[config.mk]
export PLATFORM = sky130hd
export DESIGN_NAME = conv_out_stage
export DESIGN_NICKNAME = d
export VERILOG_FILES = /design/src/rtl/conv_out_stage.sv
export SDC_FILE = /design/constraint.sdc
export NUM_CORES = 1
export LEC_CHECK = 0
export CORE_MARGIN = 10
export CORE_UTILIZATION = 48
export DETAILED_ROUTE_END_ITERATION = 12
export GPL_TIMING_DRIVEN = 0
export PLACE_DENSITY = 0.83
export SYNTH_ARGS = -nofsm -noshare
export SYNTH_HDL_FRONTEND = slang
export SYNTH_SLANG_ARGS = --single-unit
[constraint.sdc]
create_clock -name clk -period 2.1 [get_ports clk]
set_input_delay 0.42 -clock clk [delete_from_list [all_inputs] [get_ports clk]]
set_output_delay 0.42 -clock clk [all_outputs]
set_load 0.1 [all_outputs]
[src/rtl/conv_out_stage.sv]
// Output stage of the convolution pipeline: drops pipeline-fill sums, clips the
// surviving sums to 8-bit pixels and buffers them in a small FIFO with a frame-end tag.
module conv_out_stage #(
  parameter int IMG_W = 12,
  parameter int IMG_H = 5,
  parameter int KSIZE = 5,
  parameter int DEPTH = 4
) (
  input  logic               clk,
  input  logic               reset,
  input  logic               in_valid,
  input  logic signed [16:0] in_sum,
  output logic               in_ready,
  output logic               out_valid,
  input  logic               out_ready,
  output logic [7:0]         out_data,
  output logic               out_last,
  output logic               frame_done
);

  localparam int CW = (IMG_W > 1) ? $clog2(IMG_W) : 1;
  localparam int RW = (IMG_H > 1) ? $clog2(IMG_H) : 1;
  localparam int AW = $clog2(DEPTH);

  typedef struct packed {
    logic [7:0] data;
    logic       last;
  } ent_t;

  logic [CW-1:0] col_q, col_d;
  logic [RW-1:0] row_q, row_d;
  logic [AW-1:0] wptr_q, wptr_d, rptr_q, rptr_d;
  logic [AW:0]   cnt_q, cnt_d;
  logic          fd_q, fd_d;
  ent_t          mem_q [DEPTH];

  logic          full, accept, pop, push, col_end, row_end;
  logic [7:0]    clip;
  ent_t          wr_ent, head;

  always_comb begin
    full      = (cnt_q == (AW+1)'(DEPTH));
    // reset gates in_ready directly so it reads 0 the whole time reset is held
    in_ready  = reset & ~full;
    out_valid = (cnt_q != '0);
    accept    = in_valid & in_ready;
    pop       = out_valid & out_ready;
    col_end   = (col_q == CW'(IMG_W-1));
    row_end   = (row_q == RW'(IMG_H-1));
    push      = accept && (int'(col_q) >= KSIZE-1) && (int'(row_q) >= KSIZE-1);

    if (in_sum < 17'sd0)        clip = 8'd0;
    else if (in_sum > 17'sd255) clip = 8'd255;
    else                        clip = in_sum[7:0];
    wr_ent.data = clip;
    wr_ent.last = row_end & col_end;

    col_d = col_q;
    row_d = row_q;
    if (accept) begin
      col_d = col_end ? '0 : col_q + 1'b1;
      if (col_end) row_d = row_end ? '0 : row_q + 1'b1;
    end
    fd_d = accept & row_end & col_end;

    wptr_d = push ? wptr_q + 1'b1 : wptr_q;
    rptr_d = pop  ? rptr_q + 1'b1 : rptr_q;
    case ({push, pop})
      2'b10:   cnt_d = cnt_q + 1'b1;
      2'b01:   cnt_d = cnt_q - 1'b1;
      default: cnt_d = cnt_q;
    endcase

    head       = mem_q[rptr_q];
    out_data   = out_valid ? head.data : 8'd0;
    out_last   = out_valid & head.last;
    frame_done = fd_q;
  end

  always_ff @(posedge clk or negedge reset) begin
    if (!reset) begin
      col_q  <= '0;
      row_q  <= '0;
      wptr_q <= '0;
      rptr_q <= '0;
      cnt_q  <= '0;
      fd_q   <= 1'b0;
    end else begin
      col_q  <= col_d;
      row_q  <= row_d;
      wptr_q <= wptr_d;
      rptr_q <= rptr_d;
      cnt_q  <= cnt_d;
      fd_q   <= fd_d;
    end
  end

  // Storage needs no reset: the occupancy count masks stale entries.
  always_ff @(posedge clk) begin
    if (push) mem_q[wptr_q] <= wr_ent;
  end

endmodule

# Yosys cells after proc, flatten, opt, wreduce, memory -nomap -nowiden
# Memories as Yosys holds them, arrays and structs flattened.
# Index checks and enable logic that the tools add are counted.
[classes]
addsub = 6
n_lt_le_gt_ge = 4
n_eq_ne = 5
muxes = 8
n_bitwise = 8
reduce_logical = 5
[ops]
columns = ["cell", "n"]
rows = [
  ["$mux W8", 3],
  ["$gt A17 B9 Y1 const B", 1],
  ["$lt A17 B1 Y1 const B", 1],
  ["$and A1 B1 Y1", 7],
  ["$add A3 B1 Y3 const B", 2],
  ["$eq A3 B3 Y1 const B", 2],
  ["$pmux W3 S2", 1],
  ["$add A2 B1 Y2 const B", 2],
  ["$add A4 B1 Y4 const B", 1],
  ["$eq A4 B4 Y1 const B", 1],
  ["$ge A4 B3 Y1 const B", 1],
  ["$mux W4", 1],
  ["$ge A3 B3 Y1 const B", 1],
  ["$mux W3", 1],
  ["$reduce_bool A3 Y1", 1],
  ["$sub A3 B1 Y3 const B", 1],
  ["$eq A2 B1 Y1 const B", 1],
  ["$eq A2 B2 Y1 const B", 1],
  ["$logic_and A1 B1 Y1", 2],
  ["$mux W1", 2],
  ["$reduce_and A2 Y1", 1],
  ["$reduce_bool A2 Y1", 1],
  ["$not A1 Y1", 1],
]
[totals]
register_bits = 15
mem_bits_rw = 36
inputBits = 21
output_inout_bits = 12
wordCells = 43
mem_count = 1
[mem_list]
columns = ["memory", "words", "word_bits", "rd", "rd_ports_with_merged_regs", "write_ports", "line", "source"]
rows = [
  ["mem_q", 4, 9, 1, 0, 1, "35", "ent_t mem_q [DEPTH];"],
]

# Longest topological paths before layout
[logic_depth]
word_depth = 8
depth_mapped = 9
mapped_depth_nobuf = 9

# Worst setup path before layout
# OpenSTA, ideal clock, no wires.
[synth_path]
path_kind = "reg2out"
from = "register cnt_q[0]"
to = "output port out_data[0]"
arrival_time_ps = 2411
required_time_ps = 1680
setup_slack_ps = -731
stages_incl_launch_ff = 4
path_buffers = 1
path_cell_list = "dfrtp_1 > or3_1 > clkbuf_1 > and2_1"
[synth_via]
elab_chain_len = 2
[synth_rtl]
columns = ["item", "line", "source"]
rows = [
  ["start: declaration", "33", "logic [AW:0] cnt_q, cnt_d;"],
  ["start signal: assignment", "93", "cnt_q <= cnt_d;"],
  ["$reduce_bool A3 Y1", "45", "out_valid = (cnt_q != '0);"],
  ["net out_valid", "14", "output logic out_valid,"],
  ["$mux W8", "75", "out_data = out_valid ? head.data : 8'd0;"],
  ["end: declaration", "16", "output logic [7:0] out_data,"],
]
# The timed path passes the listed nets, and every way through them passes these cells.

# Final worst setup path
[layout_path]
from = "register rptr_q[0]"
to = "output port out_data[1]"
[layout_via]
elab_chain_len = 2
[layout_rtl]
columns = ["item", "line", "source"]
rows = [
  ["start: declaration", "32", "logic [AW-1:0] wptr_q, wptr_d, rptr_q, rptr_d;"],
  ["start signal: assignment", "92", "rptr_q <= rptr_d;"],
  ["$mem_v2 Z4 W9", "-", ""],
  ["$mux W8", "75", ""],
]
# Every way passes these cells.

==> results.toml <==
[timing]
totalNegativeSetupSlack_ns = -0.538
timing_hold_violations_final = 0
timing.max_slew.rel_slack_pct = 36.5
timing.final.setup_violations = 7
unrepaired_setup_endpoints_after_global_routing = "true"
setup_skew_ns = 0.0101
clock.fmax_ghz = 0.453
final-max-slew-violation-count = 0
timing_worst_slew_pin_value_ns = 0.957
minimum_setup_slack_in_the_final_design_ns = -0.105
timing.final.crit_period_ns = 2.21
final.period_utilization_pct = 105

[setup_path]
worst_r2r_path_depth = 8
crit_path_top_delay_cell = "mux4_2"
timing_worst_setup_path_type = "flip-flop to output pin"
timing.critical_path.slowest_cell_delay_ns = 0.50
wp_data_required_ns = 1.68
cp-start-kind = "flip-flop"
worst_path_dominant_cell_family = "multiplexers"
timing.critical_path.depth = 5
cp_num_buf_inv = 3
crit_arrival_ns = 1.79
crit_chain = "buf_6 -> buf_8 -> mux4_2 -> and2_4 -> buf_12"
critical_path.endpoint_type = "output pin"
worstPathMaxFanout = 5

[clock_tree]
cts_hold_buf = 0
clk_latency_ns = 0.30
cts_sinks = 51
cts_max_path_buffers = 2
cts-htree-levels = 2
number_of_buffers_added_by_the_clock_tree_synthesis_step = 5
cts_tree = "built"
clk_transition_reported_paths_ns = 0.09
cts_root_buffer = "clkbuf_8"

[synthesis]
ys_types = 33
synth-seq-area-share_pct = 62.7
synth.yosys.warnings = 0
synthMuxAreaShare_pct = 12.1
synthDominantCellAreaShare_pct = 46.6
syn-num-nets = 186
yosys-top-cells-area = "edfxtp_1 47%, dfrtp_1 16%, mux4_2 8.7%"
mappedNetlistArea_sq_um = 2320
synth_top_family_by_area = "simple AND/OR/NAND/NOR gates"
synthSimpleGateAreaFrac_pct = 13.3
netlist_instances = 156
synth-adder-area-share_pct = 5.17
synth-xor-area-share_pct = 2.26
syn_area_per_cell_sq_um = 14.9
synth_seq_cells = 51
synthDominantAreaCellType = "edfxtp_1"
compound_cell_area_share_of_the_yosys_netlist_pct = 1.62

[floorplan]
floorplan.die.width_um = 89.6
total_core_area_sq_um = 4690
floorplan.io_pins = 33
num_rows = 25
start_util_pct = 49.5
height_of_the_die_um = 89.6
floorplan.die_area_sq_um = 8020

[placed_design]
dpl.hpwl_mm = 3.21
post_dp_cell_area_sq_um = 2710
gpl.final_weighted_congestion = 0.711
port_buffers = 31

[route]
via_to_cell_ratio = 5.39
wl_mm = 4.59
total_number_of_vias = 1385
detail_route.iter0.violations = 103
ant_nets = 0
drcViolationCount = 0
post_drt_wl_per_cell_um = 17.9
drtPass1Iterations = 4

[layout]
nNetsFinal = 232
fillers = 330
ratio_of_cells_with_drive_above_1_in_the_final_layout_pct = 31.5
commonest_cells_after_routing_fill_and_taps_aside = "36 x edfxtp_1, 18 x clkdlybuf4s50_1, 15 x dfrtp_1, 13 x nor2_1, 11 x inv_1"
finalCoreUtilization_pct = 64.1
layout.cells.most_common = "edfxtp_1"
synthToLayoutAreaGrowth_pct = 29.4
fin_area_sq_um = 3010
antenna-diode-count = 0

[power_and_ir_drop]
power_leakage_uw = 0.00115
post-layout-total-power_uw = 4470
worst_ir_drop_vdd_mv = 0.746
power-per-cell-area_nw_per_um2 = 1490

[grt]
initial_antenna_violation_count = 0
grt_start_max_net_pins = 18
grt_pass1_vias = 1413
grt_overflow = 0
overall_global_routing_usage_pct = 12.3
grt_pass1_wl_mm = 7.42

[hold_path]
hold_path.class = "input pin to async pin"

[run_status]
violations_in_the_final_reports = "negative setup slack"
outcome = "finished, violations left"

[flow_run]
drv.max_cap_violation_count = 0
==> metrics by stage <==
stage / hold WS (ns) / cells / setup slack [ns]
after floorplan: 0.124 / 156 / -0.230
after global placement: 0.486 / 241 / -1.21
after detailed placement: 0.501 / 241 / -1.30
after CTS: 0.0285 / 257 / -0.0768
after global routing: 0.00934 / 257 / -0.180
final: 0.00323 / 257 / -0.105
==> Yosys cell counts (all sizes together) <==
master / number
mux2i: 3
mux2: 4
buf: 3
nor3b: 2
mux4: 9
ha: 8
o21ai: 1
a211oi: 1
nand2: 4
nor2b: 1
nor4: 2
nand3: 2
edfxtp: 36
nor2: 13
a31o: 1
nor3: 9
clkbuf: 3
o41a: 1
xnor2: 3
or4: 3
and2: 14
a21oi: 1
or3: 1
inv: 11
xor2: 3
fa: 1
nand3b: 1
dfrtp: 15
==> layer usage <==
layer / up-vias / wire length (um) / GRT usage [%] / part of all wire [%]
li1: 656 / - / - / -
met1: 697 / 1890 / 14.3 / 41
met4: 0 / 82 / 4.77 / 1.8
met2: 24 / 2490 / 21.6 / 54
met5: - / 0 / 0 / 0
met3: 8 / 128 / 2.64 / 2.8
==> timing repair <==
item                                   CTS  global route
resized for setup                      116             4
endpoints found under the hold margin    0             0
setup buffers                            8             1
setup endpoints to repair               59            37
cloned                                   1             0
pin swaps                               11             5
==> state kept, by name (all words and copies together) (netlist names) <==
signal      count
row_q           3
frame_done      1
col_q           4
mem_q          36
rptr_q          2
wptr_q          2
cnt_q           3
==> path summary, 6_finish.rpt <==
path / from / to / slack [ns]
min in group clk: cnt_q[2] / cnt_q[2] / 0.52
min: reset / col_q[3] / 0.003
min reg2reg: cnt_q[2] / cnt_q[2] / 0.52
max in group asynchronous: reset / wptr_q[0] / 1.89
max: rptr_q[0] / out_data[1] / -0.11
max reg2reg: cnt_q[2] / cnt_q[2] / 0.14
==> area by class of cell <==
class	instances	area (sq um)	area share [%]
clock buffer	5	68.8	2.29
sequential	51	1460	48.5
buffer	5	41.3	1.37
tap	54	67.6	2.25
clock inverter	3	15.0	0.500
timing repair buffer	40	472	15.7
multi-input combinational	88	843	28.1
inverter	11	41.3	1.37
==> power breakdown <==
group	switching [uW]	total, uW	leakage (uW)	internal (uW)
clock	299	527	0.0000477	228
combinational	1450	2550	0.000592	1110
sequential	163	1390	0.000512	1230
==> cells by family (layout without fill, tap and decap cells) <==
kind of cell	after synthesis	count (layout)
multiplexers	16	16
AND/OR/NAND/NOR	52	52
adder cells (fa/ha/maj)	9	9
AO/OA/AOI/OAI	5	5
XOR/XNOR	6	6
buffers and inverters	17	64
flip-flops	51	51
Power figures use the tool's default switching activity.
